--- config.mk ---
export PLATFORM = sky130hd
export DESIGN_NAME = uart_receive
export DESIGN_NICKNAME = d
export VERILOG_FILES = /design/src/rtl/uart_pkg.sv /design/src/rtl/uart_rx_sync.sv /design/src/rtl/uart_receive.sv
export SDC_FILE = /design/constraint.sdc
export NUM_CORES = 1
export LEC_CHECK = 0
export CORE_MARGIN = 1.5
export CORE_UTILIZATION = 52
export CTS_BUF_LIST = sky130_fd_sc_hd__clkbuf_2
export DETAILED_ROUTE_END_ITERATION = 8
export HOLD_SLACK_MARGIN = 0.05
export PLACE_DENSITY = 0.87
export SYNTH_ARGS = -nofsm -noshare
export SYNTH_HDL_FRONTEND = slang
export SYNTH_SLANG_ARGS = --single-unit
--- constraint.sdc ---
create_clock -name i_clk -period 1.5 [get_ports i_clk]
set_input_delay 0.15 -clock i_clk [delete_from_list [all_inputs] [get_ports i_clk]]
set_output_delay 0.15 -clock i_clk [all_outputs]
set_load 0.03 [all_outputs]
--- src/rtl/uart_pkg.sv ---
// ---------------------------------------------------------------------------
// uart_pkg
// Shared definitions for the FPGA<->host serial link (uart_receive and
// uart_transmit): default frame geometry and the receiver state encoding.
// ---------------------------------------------------------------------------
package uart_pkg;

  // Defaults shared by both ends of the link.
  localparam int DEFAULT_DATA_BITS    = 8;
  localparam int DEFAULT_CLKS_PER_BIT = 16;

  // Receiver states.
  typedef enum logic [2:0] {
    RX_IDLE  = 3'd0,
    RX_START = 3'd1,
    RX_DATA  = 3'd2,
    RX_STOP  = 3'd3,
    RX_BREAK = 3'd4
  } rx_state_t;

endpackage

--- src/rtl/uart_rx_sync.sv ---
// ---------------------------------------------------------------------------
// uart_rx_sync
// Two-flop synchroniser for the asynchronous serial input.
// Ports:
//   i_clk    system clock
//   i_rst    synchronous, active-high reset (both flops reset to 1)
//   i_async  asynchronous serial line, idle high
//   o_sync   i_async delayed by two i_clk cycles
// ---------------------------------------------------------------------------
module uart_rx_sync (
  input  logic i_clk,
  input  logic i_rst,
  input  logic i_async,
  output logic o_sync
);

  logic meta;

  // Both flops reset to the idle level so that leaving reset never looks
  // like a start edge.
  always_ff @(posedge i_clk) begin
    if (i_rst) begin
      meta   <= 1'b1;
      o_sync <= 1'b1;
    end else begin
      // NOTE: non-blocking assignments make this a true two-stage shift;
      // blocking ones would collapse both flops into a single stage.
      meta   <= i_async;
      o_sync <= meta;
    end
  end

endmodule

--- src/rtl/uart_receive.sv ---
// ---------------------------------------------------------------------------
// uart_receive
// Serial-to-parallel UART receiver: 1 start bit (0), DATA_BITS data bits LSB
// first, 1 stop bit (1). Each bit is sampled at its mid-point, counted from
// the synchronised start edge.
// Ports:
//   i_clk        system clock, all logic on posedge
//   i_rst        synchronous, active-high reset
//   i_rx         asynchronous serial input, idle high
//   o_data       last good word, held until the next good frame
//   o_valid      1-cycle pulse: o_data updated this cycle
//   o_frame_err  1-cycle pulse: stop bit sampled 0, word discarded
//   o_busy       high in every state except idle
// ---------------------------------------------------------------------------
module uart_receive
  import uart_pkg::*;
#(
  parameter int DATA_BITS    = DEFAULT_DATA_BITS,
  parameter int CLKS_PER_BIT = DEFAULT_CLKS_PER_BIT
) (
  input  logic                 i_clk,
  input  logic                 i_rst,
  input  logic                 i_rx,
  output logic [DATA_BITS-1:0] o_data,
  output logic                 o_valid,
  output logic                 o_frame_err,
  output logic                 o_busy
);

  localparam int CW = $clog2(CLKS_PER_BIT);
  localparam int IW = (DATA_BITS > 1) ? $clog2(DATA_BITS) : 1;

  // Half-bit terminal count places every later sample at mid-bit.
  localparam logic [CW-1:0] CNT_HALF = CW'(CLKS_PER_BIT / 2 - 1);
  localparam logic [CW-1:0] CNT_FULL = CW'(CLKS_PER_BIT - 1);
  localparam logic [IW-1:0] IDX_LAST = IW'(DATA_BITS - 1);

  logic                 rx_s;
  rx_state_t            state;
  logic [CW-1:0]        cnt;
  logic [IW-1:0]        idx;
  logic [DATA_BITS-1:0] shreg;

  uart_rx_sync u_sync (
    .i_clk   (i_clk),
    .i_rst   (i_rst),
    .i_async (i_rx),
    .o_sync  (rx_s)
  );

  always_ff @(posedge i_clk) begin
    if (i_rst) begin
      state       <= RX_IDLE;
      cnt         <= '0;
      idx         <= '0;
      shreg       <= '0;
      o_data      <= '0;
      o_valid     <= 1'b0;
      o_frame_err <= 1'b0;
      o_busy      <= 1'b0;
    end else begin
      // Strobes default low so each is exactly one cycle wide.
      o_valid     <= 1'b0;
      o_frame_err <= 1'b0;

      case (state)
        RX_IDLE: begin
          cnt <= '0;
          if (!rx_s) begin
            state  <= RX_START;
            o_busy <= 1'b1;
          end
        end

        RX_START: begin
          if (cnt == CNT_HALF) begin
            cnt <= '0;
            if (rx_s) begin
              // Line back high at mid start bit: a glitch, not a frame.
              state  <= RX_IDLE;
              o_busy <= 1'b0;
            end else begin
              state <= RX_DATA;
              idx   <= '0;
            end
          end else begin
            cnt <= cnt + 1'b1;
          end
        end

        RX_DATA: begin
          if (cnt == CNT_FULL) begin
            cnt <= '0;
            // LSB arrives first: shift right, new bit enters at the MSB.
            shreg <= (shreg >> 1) | (DATA_BITS'(rx_s) << (DATA_BITS - 1));
            if (idx == IDX_LAST) begin
              state <= RX_STOP;
            end else begin
              idx <= idx + 1'b1;
            end
          end else begin
            cnt <= cnt + 1'b1;
          end
        end

        RX_STOP: begin
          if (cnt == CNT_FULL) begin
            cnt <= '0;
            if (rx_s) begin
              // Back to idle at stop mid-point so a start edge in the
              // second half of the stop bit is still caught.
              o_data  <= shreg;
              o_valid <= 1'b1;
              state   <= RX_IDLE;
              o_busy  <= 1'b0;
            end else begin
              o_frame_err <= 1'b1;
              state       <= RX_BREAK;
            end
          end else begin
            cnt <= cnt + 1'b1;
          end
        end

        RX_BREAK: begin
          // Wait out a held-low line so it reports only one frame error.
          cnt <= '0;
          if (rx_s) begin
            state  <= RX_IDLE;
            o_busy <= 1'b0;
          end
        end

        default: begin
          state  <= RX_IDLE;
          cnt    <= '0;
          o_busy <= 1'b0;
        end
      endcase
    end
  end

endmodule
==> flow_summary_export.csv <==
group,metric,value,unit
status,status,"finished clean",
critical_path,critPathKind,"flop to flop",
critical_path,endpoint_kind,"flop",
power_and_ir_drop,power_switching,0.337,mW
sta,worst_slew_margin_rel,76.1,%
layout,drive_gt1_share,22.2,%
routing,firstDrtPassIters,4,
yosys,synth-async-reset-ratio,0,%
power_and_ir_drop,p_leak,0.660,nW
floorplanning,fp.coreArea,2300,um2
floorplanning,core.rowCount,17,
power_and_ir_drop,power_density,906,nW/um2
critical_path,r2r-end,"o_data[6]",
routing,ant_nets,0,
global_routing,grt_pass1_wl,4340,um
critical_path,worstRegToRegCells,6,
critical_path,arrival,1.73,ns
min_path,hold_start,"i_rx",
yosys,ys_warn_count,0,
routing,vias,1070,
clock_tree,cts-hold-fix-buffers,0,
critical_path,critPathRequiredTime,1.77,ns
power_and_ir_drop,pwr-share-seq,57.0,%
sta,fin_crit_sh,96.9,%
floorplanning,io_pins,14,
global_routing,grt_pass1_vias,971,
global_routing,grt_use_total,21.6,%
layout,finalInstanceArea,1620,um2
power_and_ir_drop,vdd_drop_max,0.000775,V
critical_path,critical_path.top_delay_family,"simple AND/OR/NAND/NOR gates",
clock_tree,cts_tree,"yes",
routing,wl_per_cell,13.4,um
critical_path,slowest_delay,0.39,ns
layout,final_common_cell,"dfxtp_1",
place,dpl.hpwl,1790,um
sta,drv_slew,0,
sta,fin_crit,1.45,ns
yosys,netlist_area,1300,um2
min_path,hold_path_class,"primary input to flop",
job,cap_violations,0,
clock_tree,clkSinkCount,31,
min_path,holdPathStages,2,
sta,tightest_slew,0.358,ns
clock_tree,htree_levels,2,
routing,drc,0,
critical_path,crit_path_max_fanout,6,
layout,n_fill_cell,193,
place,dpl-instance-area,1500,um2
clock_tree,cts-root-buf,"clkbuf_2",
power_and_ir_drop,p_total,1.47,mW
routing,drt_first_iter_violations,23,
place,gp_congestion,0.833,
yosys,netlist_instances,142,
layout,nets,172,
routing,wl,2610,um
critical_path,worst-path-stages,6,
routing,vias_per_cell,5.49,
min_path,whs_endpoint,"u_sync.meta",
global_routing,grt_overflow_total,0,
floorplanning,dieArea,2810,um2
floorplanning,initial_core_util,56.7,%
floorplanning,die_w,53.1,um
power_and_ir_drop,p_int,1.13,mW
sta,rsz0062_at_grt,"false",
layout,syn2layout_area_growth,24.4,%
power_and_ir_drop,p_clk_share,38.8,%
global_routing,grt_max_degree,23,
clock_tree,cts_made_buffers,5,
power_and_ir_drop,swShare,23.0,%
layout,final_core_util,70.5,%
critical_path,cpMaxStageDelayCell,"dfxtp_2",
critical_path,r2r_setup_slack,0.05,ns
floorplanning,die_height,53.1,um
critical_path,cp_num_buf_inv,1,
yosys,ys_seq_elements,31,
yosys,synth_cell_types,34,
sta,skew,0.0251,ns
sta,hold_viol,0,
power_and_ir_drop,p_comb_share,4.2,%
clock_tree,cts.clk_slew.worst_paths,0.18,ns
critical_path,setup.worst_path.start_class,"flop",
clock_tree,clock_latency,0.36,ns
clock_tree,cts.path.max_buffers,2,
yosys,post_synth.cell_area_avg,9.17,um2
sta,finalSetupViolations,0,
place,placement.io_buffers,13,
yosys,synth_flop_cell,"dfxtp_1",
layout,final_cell_mix,"dfxtp_1, buf_4, nor2_1, nand2_1, a21oi_1",
yosys,ys_seq_area_share,47.6,%
global_routing,antenna_found_initial,0,
layout,antenna_cells,0,
critical_path,crit_chain,"ha_4 -> and4_4 -> and3_4 -> buf_6 -> mux2i_2 -> nor2_1",
yosys,synth_edf_count,0,
yosys,syn-num-nets,148,
critical_path,reg2reg_from,"cnt[0]",
sta,whs,0.359,ns
sta,fmax,688,MHz
[worst max-delay path by stage]
stage / startpoint / end / slack (ns)
finish: cnt[0] / o_data[6] / 0.05
global route: cnt[0] / idx[1] / 0.006
CTS: cnt[1] / o_data[2] / 0.008
detailed placement: cnt[1] / o_data[0] / -0.09
global placement: cnt[0] / o_data[6] / 0.03
floorplan: cnt[0] / o_data[0] / 0.04
[logic make-up (layout without fill, tap and decap cells)]
| logic type | after synthesis | after routing | share of synthesized area (%) |
|---|---|---|---|
| XOR/XNOR | 2 | 2 | 1.35 |
| multiplexers | 11 | 11 | 8.45 |
| buffers and inverters | 14 | 39 | 5.19 |
| flip-flops | 31 | 31 | 47.6 |
| AO/OA/AOI/OAI | 23 | 23 | 11.3 |
| AND/OR/NAND/NOR | 58 | 58 | 23.2 |
| adder cells (fa/ha/maj) | 3 | 3 | 2.88 |
[state kept, by name, summed over array words and instances (netlist names)]
register       flops
o_busy             1
o_data             8
o_frame_err        1
cnt                4
idx                3
state              3
u_sync.o_sync      1
u_sync.meta        1
o_valid            1
shreg              8
[synth_stat cells (2+ instances only)]
master	instances	area (um2)
dfxtp_1	31	621
nand2_1	13	48.8
nor2_1	13	48.8
a21oi_1	12	60.1
mux2i_1	11	110
nand3_1	9	45.0
clkbuf_1	6	22.5
nand2b_1	4	25.0
or2_2	4	25.0
a211oi_1	3	22.5
buf_2	3	15.0
ha_1	3	37.5
inv_1	3	11.3
and3_1	2	12.5
and4_1	2	17.5
nor2b_1	2	12.5
nor3_1	2	10.0
nor3b_1	2	15.0
o21ai_0	2	10.0
[metrics by stage]
stage	setup TNS [ns]	instances	setup slack, ns
after floorplan	0	142	0.0380
after global placement	0	184	0.0329
after detailed placement	-0.540	184	-0.0901
after CTS	0	193	0.00794
after global routing	0	195	0.00609
final	0	195	0.0472
[cell type report]
type                       instances  area (um2)  share of cell area [%]
inverter                           3        11.3                   0.695
sequential                        31         623                    38.5
clock inverter                     3        38.8                    2.39
timing repair buffer              28         233                    14.4
multi-input combinational         97         654                    40.4
clock buffer                       5        25.0                    1.54
tap                               28        35.0                    2.16
[power groups by stage]
| stage | clock (mW) | combinational (mW) | sequential [mW] |
|---|---|---|---|
| 2_1_floorplan | 0 | 0.0363 | 0.855 |
| 3_3_place_gp | 0 | 0.0572 | 0.853 |
| 3_5_place_dp | 0 | 0.0594 | 0.852 |
| 4_1_cts | 0.576 | 0.0588 | 0.835 |
| 5_1_grt | 0.613 | 0.0689 | 0.837 |
| 6_report | 0.569 | 0.0623 | 0.836 |
[what timing repair did]
item                                    in CTS  in global routing
pin swaps                                    1                  1
hold endpoints to repair                     0                  0
gates resized for setup                     18                  5
endpoints found under the setup margin      22                 11
gates cloned                                 0                  0
buffers inserted                             1                  2
[per-layer routing]
layer | part of all wire (%) | up-vias | GRT usage [%]
met2 | 49 | 21 | 35.8
met1 | 46 | 503 | 26.2
met5 | 0 | - | 0
met4 | 1.2 | 0 | 8.97
li1 | - | 541 | -
met3 | 3.7 | 5 | 5.93
Power figures use the tool's default switching activity.
==> RTL change, RTL diff (same flow settings) <==
Register the output `o_frame_err` once more, cleared by the reset; this adds one clock of latency there. The other outputs are not delayed to match. Comments in the files are not updated.
--- a/src/rtl/uart_receive.sv
+++ b/src/rtl/uart_receive.sv
@@ -37,2 +37,4 @@
 
+  logic o_frame_err_s0;
+
   logic                 rx_s;
@@ -58,3 +60,3 @@
       o_valid     <= 1'b0;
-      o_frame_err <= 1'b0;
+      o_frame_err_s0 <= 1'b0;
       o_busy      <= 1'b0;
@@ -63,3 +65,3 @@
       o_valid     <= 1'b0;
-      o_frame_err <= 1'b0;
+      o_frame_err_s0 <= 1'b0;
 
@@ -116,3 +118,3 @@
             end else begin
-              o_frame_err <= 1'b1;
+              o_frame_err_s0 <= 1'b1;
               state       <= RX_BREAK;
@@ -142,2 +144,10 @@
 
+  always_ff @(posedge i_clk) begin
+    if (i_rst) begin
+      o_frame_err <= '0;
+    end else begin
+      o_frame_err <= o_frame_err_s0;
+    end
+  end
+
 endmodule
Formal check against the unedited RTL: no difference found for any inputs over 10 cycles, from zero or initial values and one cycle with i_rst high; that may be too few to reach the edited logic, so the function may still have changed.
==> RTL change against the unedited design <==
First-iteration DRC count down 74%; global-route usage fell by 2.7 points; wire length shrank 3.3%; hold slack got worse by 0.015 ns; clock power down 35%; count of clock-buffer cells in the layout grew 1; total power down 11%; non-clock buffer count down 6; area after synthesis grew 7.9%; design area grew 3.1%; worst setup slack gained 0.020 ns; synthesized cell count decreased by 0.70%; sequential cell count rose by 1; critical endpoint is now idx[1]$_SDFFE_PP0P_; largest cell class unchanged; largest power group unchanged.
==> RTL change: results (changes against the unedited design) <==
| Metric | Value |
|---|---|
| Peak supply drop | `639 uV (was 775 uV)` |
| HPWL Detailed | `1.77 mm (was 1.79 mm)` |
| Number of global-route vias before repair | `950 (was 971)` |
| Share of post-route cells with drive strength above 1 | `21.3% (was 22.2%)` |
| Gr usage total | `18.9% (was 21.6%)` |
| DRT iter0 DRCs | `6 (was 23)` |
| Leakage | `0.742 nW (was 0.660 nW)` |
| Clk slew on worst S/H paths | `0.14 ns (was 0.18 ns)` |
| Post_cts resized | `15 (was 18)` |
| WL/cell | `13.3 um (was 13.4 um)` |
| Post-DP Area | `0.00159 mm^2 (was 0.00150 mm^2)` |
| Post-synthesis adder-cell area fraction | `2.67% (was 2.88%)` |
| Status | `finished clean (unchanged)` |
| Final worst path period need | `1.43 ns (was 1.45 ns)` |
| Post-CTS Setup Inserts | `0 (was 1)` |
| Fill cell count | `205 (was 193)` |
| Clock Skew | `0.0108 ns (was 0.0251 ns)` |
| Final GP Congestion | `0.870 (was 0.833)` |
| Critical R2R Launch | `idx[1]$_SDFFE_PP0P_ (was cnt[0]$_SDFF_PP0_)` |
| Max incr delay on CP | `0.37 ns (was 0.39 ns)` |
| Worst slack at placement | `-0.0560 ns (was -0.0901 ns)` |
| Avg Cell Area, Syn | `9.97 um^2 (was 9.17 um^2)` |
| CP top delay family | `compound AO/OA/AOI/OAI gates (was simple AND/OR/NAND/NOR gates)` |
| Hold_ws | `0.344 ns (was 0.359 ns)` |
| First-pass GRT wire length | `4.01 mm (was 4.34 mm)` |
| Syn nets | `147 (was 148)` |
==> RTL change: cell count changes after synthesis, moves of 3 or more <==
cell | unedited run | this run
a21oi_1 | 12 | 5
buf_2 | 3 | 0
buf_6 | 1 | 4
clkbuf_1 | 6 | 3
mux2i_1 | 11 | 18
nand2_1 | 13 | 4
nand3_1 | 9 | 4
nor2_1 | 13 | 25
==> RTL change: path summary, 6_finish.rpt <==
check                                                end  depth (start not counted)
worst max register to register       idx[1]$_SDFFE_PP0P_                          6
worst min register to register  u_sync.o_sync$_SDFF_PP1_                          1
worst max-delay path                 idx[1]$_SDFFE_PP0P_                          6
worst min-delay path              u_sync.meta$_SDFF_PP1_                          2
==> RTL change: where the power goes <==
part           internal, mW  switching [mW]
clock network         0.111           0.260
logic                0.0315          0.0380
registers             0.857          0.0118
total                  1.00           0.309
==> RTL change: per-layer routing <==
layer	vias to the layer above	part of all wire (%)	track usage, %
met2	14	50	30.4
met4	0	1.1	9.76
met1	484	45	23.4
met3	4	3.8	4.84
met5	-	0	0
li1	524	-	-
==> RTL change: logic make-up (layout without fill, tap and decap cells) <==
logic type                 count (synthesis)  in the layout
and+or+nand+nor                           57             57
buffers and inverters                     11             30
muxes                                     18             18
AOI/OAI and AO/OA                         17             17
xor gates and xnor gates                   3              3
adders and majority gates                  3              3
DFF                                       32             32
==> RTL change: worst register-to-register path: cells and delay by family (launching register included) <==
family	cells	cell delay [ns]
compound gates	3	0.48
flops	1	0.37
fa+ha+maj	2	0.31
simple gates	1	0.19
==> RTL change: cell type report <==
cell class,instances,area (um^2),area share (%)
Clock inverter,1,5.00,0.300
Sequential cell,32,651,39.0
Tap cell,30,37.5,2.25
Inverter,1,3.75,0.225
Timing Repair Buffer,22,209,12.5
Multi-Input combinational cell,98,734,44.0
Clock buffer,6,30.0,1.80
